==> config.mk <==
export PLATFORM = sky130hd
export DESIGN_NAME = i2c_slave_regs
export DESIGN_NICKNAME = d
export VERILOG_FILES = /design/src/rtl/i2c_slave_regs.sv
export SDC_FILE = /design/constraint.sdc
export NUM_CORES = 1
export LEC_CHECK = 0
export ABC_AREA = 1
export ABC_CLOCK_PERIOD_IN_PS = 2300
export CORE_MARGIN = 5
export CORE_UTILIZATION = 54
export CTS_CLUSTER_DIAMETER = 200
export DETAILED_ROUTE_END_ITERATION = 16
export PLACE_DENSITY_LB_ADDON = 0.3
export RECOVER_POWER = 50
export SYNTH_ARGS = -nofsm -noshare
export SYNTH_HDL_FRONTEND = slang
export SYNTH_SLANG_ARGS = --single-unit
==> constraint.sdc <==
create_clock -name hclk -period 2.3 [get_ports hclk]
set_clock_uncertainty 0.2 [all_clocks]
set_input_delay 0.23 -clock hclk [delete_from_list [all_inputs] [get_ports hclk]]
set_output_delay 0.23 -clock hclk [all_outputs]
set_load 0.005 [all_outputs]
==> src/rtl/i2c_slave_regs.sv <==
// rtl/i2c_slave_regs.sv - I2C target fronting an 8-bit register file with auto-incrementing pointer
module i2c_slave_regs #(
    parameter int SYNC_STAGES = 2,
    parameter bit AUTO_INC    = 1'b1
) (
    input  logic       hclk,
    input  logic       hreset,
    input  logic [6:0] slave_addr,
    input  logic       scl,
    input  logic       sda_in,
    output logic       sda_out,
    output logic       sda_oe,
    output logic [7:0] reg_addr,
    output logic [7:0] reg_wdata,
    output logic       reg_we,
    output logic       reg_re,
    input  logic [7:0] reg_rdata,
    output logic       busy
);

    typedef enum logic [3:0] {
        S_IDLE, S_ADDR, S_A_ACK, S_PTR, S_P_ACK, S_WR, S_W_ACK, S_RD, S_M_ACK, S_WAIT_P
    } state_t;

    state_t                 state_q, state_d;
    logic [SYNC_STAGES-1:0] scl_sync_q, scl_sync_d;
    logic [SYNC_STAGES-1:0] sda_sync_q, sda_sync_d;
    logic                   scl_p_q, scl_p_d;
    logic                   sda_p_q, sda_p_d;
    logic [7:0]             shreg_q, shreg_d;
    logic [2:0]             cnt_q, cnt_d;
    logic                   rw_q, rw_d;
    logic [6:0]             own_q, own_d;
    logic                   sda_oe_q, sda_oe_d;
    logic [7:0]             reg_addr_q, reg_addr_d;
    logic [7:0]             reg_wdata_q, reg_wdata_d;
    logic                   reg_we_q, reg_we_d;
    logic                   reg_re_q, reg_re_d;
    logic                   busy_q, busy_d;

    logic       scl_s, sda_s;
    logic       rise, fall, start_ev, stop_ev;
    logic [7:0] byte_in;

    assign scl_s    = scl_sync_q[SYNC_STAGES-1];
    assign sda_s    = sda_sync_q[SYNC_STAGES-1];
    assign rise     = scl_s & ~scl_p_q;
    assign fall     = ~scl_s & scl_p_q;
    assign start_ev = scl_s & scl_p_q & sda_p_q & ~sda_s;
    assign stop_ev  = scl_s & scl_p_q & ~sda_p_q & sda_s;
    assign byte_in  = {shreg_q[6:0], sda_s};

    assign sda_out   = 1'b0;
    assign sda_oe    = sda_oe_q;
    assign reg_addr  = reg_addr_q;
    assign reg_wdata = reg_wdata_q;
    assign reg_we    = reg_we_q;
    assign reg_re    = reg_re_q;
    assign busy      = busy_q;

    // Bus event decode, protocol FSM, pointer and strobe generation
    always_comb begin
        state_d     = state_q;
        scl_sync_d  = {scl_sync_q[SYNC_STAGES-2:0], scl};
        sda_sync_d  = {sda_sync_q[SYNC_STAGES-2:0], sda_in};
        scl_p_d     = scl_s;
        sda_p_d     = sda_s;
        shreg_d     = shreg_q;
        cnt_d       = cnt_q;
        rw_d        = rw_q;
        own_d       = own_q;
        sda_oe_d    = sda_oe_q;
        reg_addr_d  = reg_addr_q;
        reg_wdata_d = reg_wdata_q;
        reg_we_d    = 1'b0;
        reg_re_d    = 1'b0;
        busy_d      = busy_q;

        // Pointer moves one cycle after the strobe so the strobe sees the old address
        if (AUTO_INC && (reg_we_q || reg_re_q)) begin
            reg_addr_d = reg_addr_q + 8'd1;
        end

        if (stop_ev) begin
            state_d  = S_IDLE;
            sda_oe_d = 1'b0;
            busy_d   = 1'b0;
        end else if (start_ev) begin
            state_d  = S_ADDR;
            cnt_d    = 3'd0;
            sda_oe_d = 1'b0;
            busy_d   = 1'b0;
            own_d    = slave_addr;
        end else begin
            case (state_q)
                S_ADDR: begin
                    if (rise) begin
                        shreg_d = byte_in;
                        cnt_d   = cnt_q + 3'd1;
                        if (cnt_q == 3'd7) begin
                            if (shreg_q[6:0] == own_q) begin
                                state_d = S_A_ACK;
                                rw_d    = sda_s;
                                busy_d  = 1'b1;
                            end else begin
                                state_d = S_IDLE;
                            end
                        end
                    end
                end
                S_A_ACK: begin
                    // sda_oe_q distinguishes the fall that opens the ACK slot from the one closing it
                    if (rise && rw_q && sda_oe_q) begin
                        reg_re_d = 1'b1;
                    end
                    if (fall) begin
                        if (!sda_oe_q) begin
                            sda_oe_d = 1'b1;
                        end else begin
                            cnt_d = 3'd0;
                            if (rw_q) begin
                                shreg_d  = reg_rdata;
                                sda_oe_d = ~reg_rdata[7];
                                state_d  = S_RD;
                            end else begin
                                sda_oe_d = 1'b0;
                                state_d  = S_PTR;
                            end
                        end
                    end
                end
                S_PTR, S_WR: begin
                    if (rise) begin
                        shreg_d = byte_in;
                        cnt_d   = cnt_q + 3'd1;
                        if (cnt_q == 3'd7) begin
                            if (state_q == S_PTR) begin
                                reg_addr_d = byte_in;
                                state_d    = S_P_ACK;
                            end else begin
                                reg_wdata_d = byte_in;
                                reg_we_d    = 1'b1;
                                state_d     = S_W_ACK;
                            end
                        end
                    end
                end
                S_P_ACK, S_W_ACK: begin
                    if (fall) begin
                        if (!sda_oe_q) begin
                            sda_oe_d = 1'b1;
                        end else begin
                            sda_oe_d = 1'b0;
                            cnt_d    = 3'd0;
                            state_d  = S_WR;
                        end
                    end
                end
                S_RD: begin
                    if (fall) begin
                        if (cnt_q == 3'd7) begin
                            sda_oe_d = 1'b0;
                            cnt_d    = 3'd0;
                            state_d  = S_M_ACK;
                        end else begin
                            shreg_d  = {shreg_q[6:0], 1'b0};
                            sda_oe_d = ~shreg_q[6];
                            cnt_d    = cnt_q + 3'd1;
                        end
                    end
                end
                S_M_ACK: begin
                    if (rise) begin
                        if (!sda_s) begin
                            reg_re_d = 1'b1;
                        end else begin
                            state_d = S_WAIT_P;
                        end
                    end else if (fall) begin
                        shreg_d  = reg_rdata;
                        sda_oe_d = ~reg_rdata[7];
                        cnt_d    = 3'd0;
                        state_d  = S_RD;
                    end
                end
                S_IDLE, S_WAIT_P: begin
                end
                default: begin
                    state_d  = S_IDLE;
                    sda_oe_d = 1'b0;
                end
            endcase
        end
    end

    // State register; synchronisers reset to the idle-high bus level
    always_ff @(posedge hclk) begin
        if (hreset) begin
            state_q     <= S_IDLE;
            scl_sync_q  <= '1;
            sda_sync_q  <= '1;
            scl_p_q     <= 1'b1;
            sda_p_q     <= 1'b1;
            shreg_q     <= 8'h00;
            cnt_q       <= 3'd0;
            rw_q        <= 1'b0;
            own_q       <= 7'h00;
            sda_oe_q    <= 1'b0;
            reg_addr_q  <= 8'h00;
            reg_wdata_q <= 8'h00;
            reg_we_q    <= 1'b0;
            reg_re_q    <= 1'b0;
            busy_q      <= 1'b0;
        end else begin
            state_q     <= state_d;
            scl_sync_q  <= scl_sync_d;
            sda_sync_q  <= sda_sync_d;
            scl_p_q     <= scl_p_d;
            sda_p_q     <= sda_p_d;
            shreg_q     <= shreg_d;
            cnt_q       <= cnt_d;
            rw_q        <= rw_d;
            own_q       <= own_d;
            sda_oe_q    <= sda_oe_d;
            reg_addr_q  <= reg_addr_d;
            reg_wdata_q <= reg_wdata_d;
            reg_we_q    <= reg_we_d;
            reg_re_q    <= reg_re_d;
            busy_q      <= busy_d;
        end
    end

endmodule

==> results.cfg, run 1 <==
[final_layout]
instances_no_fill = 488
antenna_cells = 0
drive_gt1_share_pct = 10.5
syn2layout_area_growth_pct = 18.6
finalNetCount = 446

[logic_synthesis]
syn_inst = 381
synth_area_mm2 = 0.00270
synth_area_leaders = dfxtp_1, nand2_1, nor2_1
ys_seq_elements = 48
ys_top_cells_by_count = nand2_1, nor2_1, dfxtp_1, inv_1, o21ai_0
yosysMostFrequentCell = nand2_1
yosys_warnings = 0
synth_top_area_share_pct = 35.5
synth_edf_count = 0
synth_top_area_cell = dfxtp_1
async_reset_ff_share_pct = 0
yosysSeqAreaShare_pct = 35.5
synth_flop_cell = dfxtp_1
synth.distinct_cells = 38
synth_nets = 406
syn_area_per_cell_um2 = 7.10

[power_and_ir_drop]
seqPwrFrac_pct = 42.5
swShare_pct = 37.5
switching_power_uw = 877
power_mw = 2.34
p_int_mw = 1.46
pwr-share-clk_pct = 22.2
ir_drop_mv = 0.527
combPwrFrac_pct = 35.4
powerDensity_mw_per_mm2 = 729
leakage_nw = 1.49

[critical_path]
critPathArrivalTime_ps = 2050
crit_fanout = 10
worstSetupPathType = register to register
critical_path_buf_inv_count = 1
worstSetupEndpointType = register
cp_top_family = simple AND/OR/NAND/NOR gates
max_stage_delay_ps = 340
worstPathCellList = ha_1 -> nand2_1 -> nor2_1 -> nor2_2 -> nand3_1 -> inv_2 -> o21ai_0 -> a21oi_1
start_kind = register
worstPathRequired_ps = 2330
crit_slowest_cell = dfxtp_1

[global_route]
grt_pass1_vias = 2354
grt_usage_pct = 21.0
busiest_layer = met2
grt_first_pass_wirelength_um = 10800
use_met2_pct = 35.8
grtUsageMet3_pct = 4.43
grt_max_degree = 16
grt_overflow_total = 0
grt_use_met1_pct = 27.3
grt_antenna_before_repair = 0

[floorplanning]
dieArea_mm2 = 0.00652
fp-row-count = 25
die_w_um = 80.8
io_pins = 40
die_h_um = 80.8
initial_utilization_pct = 56.5
coreArea_mm2 = 0.00479

[route]
wire_per_inst_um = 13.1
vias = 2598
via_per_inst = 5.32
drt_wl_total_um = 6420
dr.pass1.iters = 5
first_iter_violations = 263
final_antenna_net_count = 0
drc = 0

[cts]
insertion_delay_ps = 300
cts_made_buffers = 5
cts_tree = built
clockBufferDepth = 2
htree_levels = 2
clkTransAtPathRegs_ps = 90
cts_root_buf = clkbuf_8
ctsHoldBuffers = 0
cts_sinks = 48

[timing]
min_period_over_period_pct = 87.7
drv_slew = 0
finalSetupViolations = 0
tightest_slew_ps = 504
relSlewSlack_pct = 66.4
final-hold-violation-count = 0
rsz0062_at_grt = false
setup_tns_ps = 0
timing.fmax_ghz = 0.496
layout_setup_ws_ps = 282
period_needed_ps = 2020

[place]
gp_congestion = 0.921
dp_slack_ps = 209
hpwl_um = 4980
dpl.cell_count = 480
io_buffers = 38

[run]
drv_cap = 0

[min_path]
hp-class = register to register

[outcome]
status = complete, no violations
## worst paths after layout
check / from / cells past startpoint / endpoint / slack (ps)
worst max register to register: scl_sync_q[1] / 8 / reg_wdata[0] / 280
worst min register to register: scl_sync_q[0] / 1 / scl_sync_q[1] / 210
worst max-delay path: scl_sync_q[1] / 8 / reg_wdata[0] / 280
worst min-delay path: scl_sync_q[0] / 1 / scl_sync_q[1] / 210
## flip-flops by register name, indices dropped and copies added, names as in the netlist, 2 cells and up
register / count
scl_sync_q: 2
shreg_q: 7
sda_sync_q: 2
state_q: 4
cnt_q: 3
reg_wdata: 8
reg_addr: 8
own_q: 7
## cells by family (layout without fill, tap and decap cells)
family	Yosys count	after routing	share of synthesized area [%]
compound gates	66	66	13.4
xor+xnor	13	13	4.21
fa+ha+maj	6	6	2.78
buf+inv	51	91	8.70
flops	48	48	35.5
mux	2	2	0.787
other cells	1	1	0.139
simple gates	194	194	34.4
## power groups by stage
stage | clock network [mW] | logic [mW] | registers [mW]
after detailed placement | 0 | 0.822 | 1.01
final | 0.518 | 0.828 | 0.994
after CTS | 0.528 | 0.825 | 0.991
after global placement | 0 | 0.810 | 1.01
after floorplan | 0 | 0.705 | 0.982
after global routing | 0.572 | 0.931 | 1.00
## layout make-up
cell class,count,area [um2]
timing repair buffer,44,414
sequential,48,961
clock inverter,1,8.76
multi-input combinational,282,1510
tap,67,83.8
inverter,40,150
fill,439,1580
clock buffer,6,82.6
## routing by layer
metal  part of all wire, %  vias up  wire length [um]
met3                   5.6        6               359
met1                    47     1212              3000
li1                      -     1309                 -
met2                    47       71              3000
met5                     0        -                 0
met4                  0.83        0                53
## repair_timing
item	CTS	global route
endpoints found under the hold margin	0	0
endpoints found under the setup margin	0	4
gates resized for setup	0	0
setup buffers	0	1
## cells in the final DEF, fill, tap and decap left out
cell             instances
dfxtp_1                 48
nor2_1                  65
inv_2                    6
nand2_1                 67
and3_1                   1
nand2_4                  4
clkbuf_8                 6
dlygate4sd3_1           21
buf_4                    3
or2_2                    4
o21ai_0                 32
xor2_1                   1
inv_1                   34
conb_1                   1
nor2_2                   4
a31oi_1                  1
clkinv_4                 1
ha_1                     6
clkdlybuf4s50_1         17
nor3_1                   3
mux2_2                   1
nand3_1                 25
xnor2_1                 12
o21ai_1                  2
clkbuf_1                 3
nand3b_1                 6
nand2_2                  3
nor2_8                   1
nor2_4                   3
o21ai_2                  1
mux2i_1                  1
o211ai_1                 2
nand4_1                  5
a21oi_2                  4
a21oi_1                 21
nand3_2                  1
o21a_1                   1
nand3_4                  2
o21bai_1                 2
## stage by stage
stage | hold slack (ps) | util [%] | instance area [um2]
after floorplan | 134 | - | 2700
after global placement | 191 | 65.2 | 3120
after detailed placement | 194 | 65.2 | 3120
after CTS | 215 | 67.1 | 3210
after global routing | 228 | 67.0 | 3210
final | 213 | 67.0 | 3210
## worst register-to-register path, cell delays in order (launching register included)
cell and delay, ps:
dfxtp_1 340, ha_1 240, nand2_1 80, nor2_1 60, nor2_2 230, nand3_1 300
inv_2 260, o21ai_0 100, a21oi_1 140
Note: power is estimated with default switching activity, not from simulation.
==> run 2: changes to the inputs <==
--- a/config.mk
+++ b/config.mk
@@ -5,7 +5,6 @@
 export SDC_FILE = /design/constraint.sdc
 export NUM_CORES = 1
 export LEC_CHECK = 0
-export ABC_AREA = 1
 export ABC_CLOCK_PERIOD_IN_PS = 2300
 export CORE_MARGIN = 5
 export CORE_UTILIZATION = 54
==> run 2 against run 1 <==
Effect of this change: sequential power up 12%; synthesized cell count down 17%; critical path depth down 4; worst hold slack better by 3.3 ps; area after synthesis down 3.7%; die area down 3.2%; via count down 10%; count of clock-buffer cells in the layout unchanged; register-to-register slack worse by 90 ps; first-iteration DRC count down 39%; power up 24%; flip-flop and latch count unchanged; largest cell class unchanged; highest routed layer unchanged.
==> results.cfg, run 2 <==
[logic_synthesis]
async_reset_ff_share_pct = 0
synth_top_area_cell = dfxtp_1
synth_area_mm2 = 0.00260
synth_edf_count = 0
ys_top_cells_by_count = dfxtp_1, nand2_1, a21oi_1, nor2_1, o21ai_0
synth.distinct_cells = 50
syn_area_per_cell_um2 = 8.24
syn_inst = 316
yosysMostFrequentCell = dfxtp_1
yosysSeqAreaShare_pct = 36.9
synth_top_area_share_pct = 36.9
synth_area_leaders = dfxtp_1, nand2_1, a21oi_1
synth_flop_cell = dfxtp_1
ys_seq_elements = 48
yosys_warnings = 0
synth_nets = 341

[global_route]
grt_antenna_before_repair = 0
grt_first_pass_wirelength_um = 10100
grt_max_degree = 33
grt_usage_pct = 19.9
grt_pass1_vias = 2189
grt_overflow_total = 0

[final_layout]
final_cell_mix = dfxtp_1, nand2_1, a21oi_1, nor2_1, dlygate4sd3_1
instances_no_fill = 406
final_common_cell = dfxtp_1
drive_gt1_share_pct = 11.1
syn2layout_area_growth_pct = 20.4
finalNetCount = 377
antenna_cells = 0

[critical_path]
worstPathCellList = or4b_4 -> o22ai_1 -> nand4_1 -> mux2i_1
worstPathRequired_ps = 2280
max_stage_delay_ps = 650
critPathArrivalTime_ps = 2090
cp-startpoint = state_q[0]
start_kind = register
crit_slowest_cell = or4b_4
worstSetupEndpointType = register
crit-reg2reg-launch = state_q[0]
worstSetupPathType = register to register
crit_fanout = 14

[cts]
insertion_delay_ps = 300
cts_made_buffers = 5
htree_levels = 2
clockBufferDepth = 2
ctsHoldBuffers = 0
ctsResizeCount = 0
clkTransAtPathRegs_ps = 80
cts_setup_buffers = 0
cts_tree = built
cts_sinks = 48
cts_root_buf = clkbuf_8

[timing]
whs_ps = 217
timing.fmax_ghz = 0.474
drv_slew = 0
period_needed_ps = 2110
tightest_slew_ps = 525
relSlewSlack_pct = 65.0
finalSetupViolations = 0
min_period_over_period_pct = 91.8
final-hold-violation-count = 0

[floorplanning]
coreArea_mm2 = 0.00469
initial_utilization_pct = 55.5
io_pins = 40
dieArea_mm2 = 0.00631
fp-row-count = 25
die_w_um = 79.4
die_h_um = 79.4

[route]
final_antenna_net_count = 0
drc = 0
vias = 2334
wire_per_inst_um = 14.6
via_per_inst = 5.75
drt_wl_total_um = 5910
first_iter_violations = 161
dr.pass1.iters = 4

[run]
drv_cap = 0

[outcome]
status = complete, no violations

[place]
dpl.cell_count = 399
gp_congestion = 0.958
hpwl_um = 4350
io_buffers = 38

[min_path]
hp-class = register to register
min_from = scl_sync_q[0]

[power_and_ir_drop]
ir_drop_mv = 0.469
powerDensity_mw_per_mm2 = 923
leakage_nw = 1.22
## run 2: cell count changes after synthesis, sizes merged, moves of 5 or more
cell    delta
nor2      -45
o21ai     -18
nand2     -29
nand2b     +7
inv       -35
nor3       +8
a21oi      +8
nand3     -22
a211o      +7
buf        +7
xor2       +5
nor2b      +6
mux2i     +13
## run 2: cell type report
type                            instances  area [um2]
Clock buffer                            6        82.6
Tap cell                               54        67.6
Inverter                                5        18.8
Fill cell                             392        1560
Timing Repair Buffer                   50         467
Sequential cell                        48         963
Clock inverter                          1        8.76
Multi-Input combinational cell        242        1530
## run 2: final timing paths
path	endpoint	slack, ps	cells past startpoint
setup reg to reg	cnt_q[0]	190	4
hold / removal	scl_sync_q[1]	220	1
setup / recovery	cnt_q[0]	190	4
hold reg to reg	scl_sync_q[1]	220	1
## run 2: worst max-delay path: cells and delay by family (launching register included)
| family | cells | cell delay (ps) |
|---|---|---|
| simple gates | 2 | 900 |
| mux | 1 | 190 |
| flops | 1 | 470 |
| compound gates | 1 | 230 |
## run 2: power by group
group	internal (mW)	switching (mW)	leakage, nW
logic	0.564	0.699	0.785
registers	0.927	0.187	0.390
clock network	0.240	0.276	0.0473
## run 2: metrics by stage
| step | power, mW | setup TNS, ps | util (%) | area [um2] | setup slack (ps) |
|---|---|---|---|---|---|
| 2_1_floorplan | 2.07 | 0 | - | 2600 | 313 |
| 3_3_place_gp | 2.30 | 0 | 64.4 | 3020 | 133 |
| 3_5_place_dp | 2.32 | 0 | 64.4 | 3020 | 68.2 |
| 4_1_cts | 2.83 | 0 | 66.3 | 3110 | 52.7 |
| 5_1_grt | 3.10 | -0.759 | 66.8 | 3130 | -0.759 |
| 6_report | 2.89 | 0 | 66.8 | 3130 | 189 |
## run 2: cell families (layout without fill, tap and decap cells)
| logic type | Yosys count | after routing | share of synthesized area (%) |
|---|---|---|---|
| AO/OA/AOI/OAI | 79 | 79 | 20.2 |
| XOR/XNOR | 15 | 15 | 5.05 |
| adder cells (fa/ha/maj) | 6 | 6 | 2.88 |
| buffers and inverters | 26 | 62 | 5.33 |
| flip-flops | 48 | 48 | 36.9 |
| multiplexers | 14 | 14 | 5.38 |
| other | 1 | 1 | 0.144 |
| AND/OR/NAND/NOR | 127 | 127 | 24.1 |
## run 2: metal layers
metal	vias to the layer above	GRT usage (%)	share of wire (%)
met3	7	4.29	5.8
li1	1176	-	-
met4	0	6.19	1.3
met5	-	0	0
met2	72	32.1	48
met1	1079	26.5	45
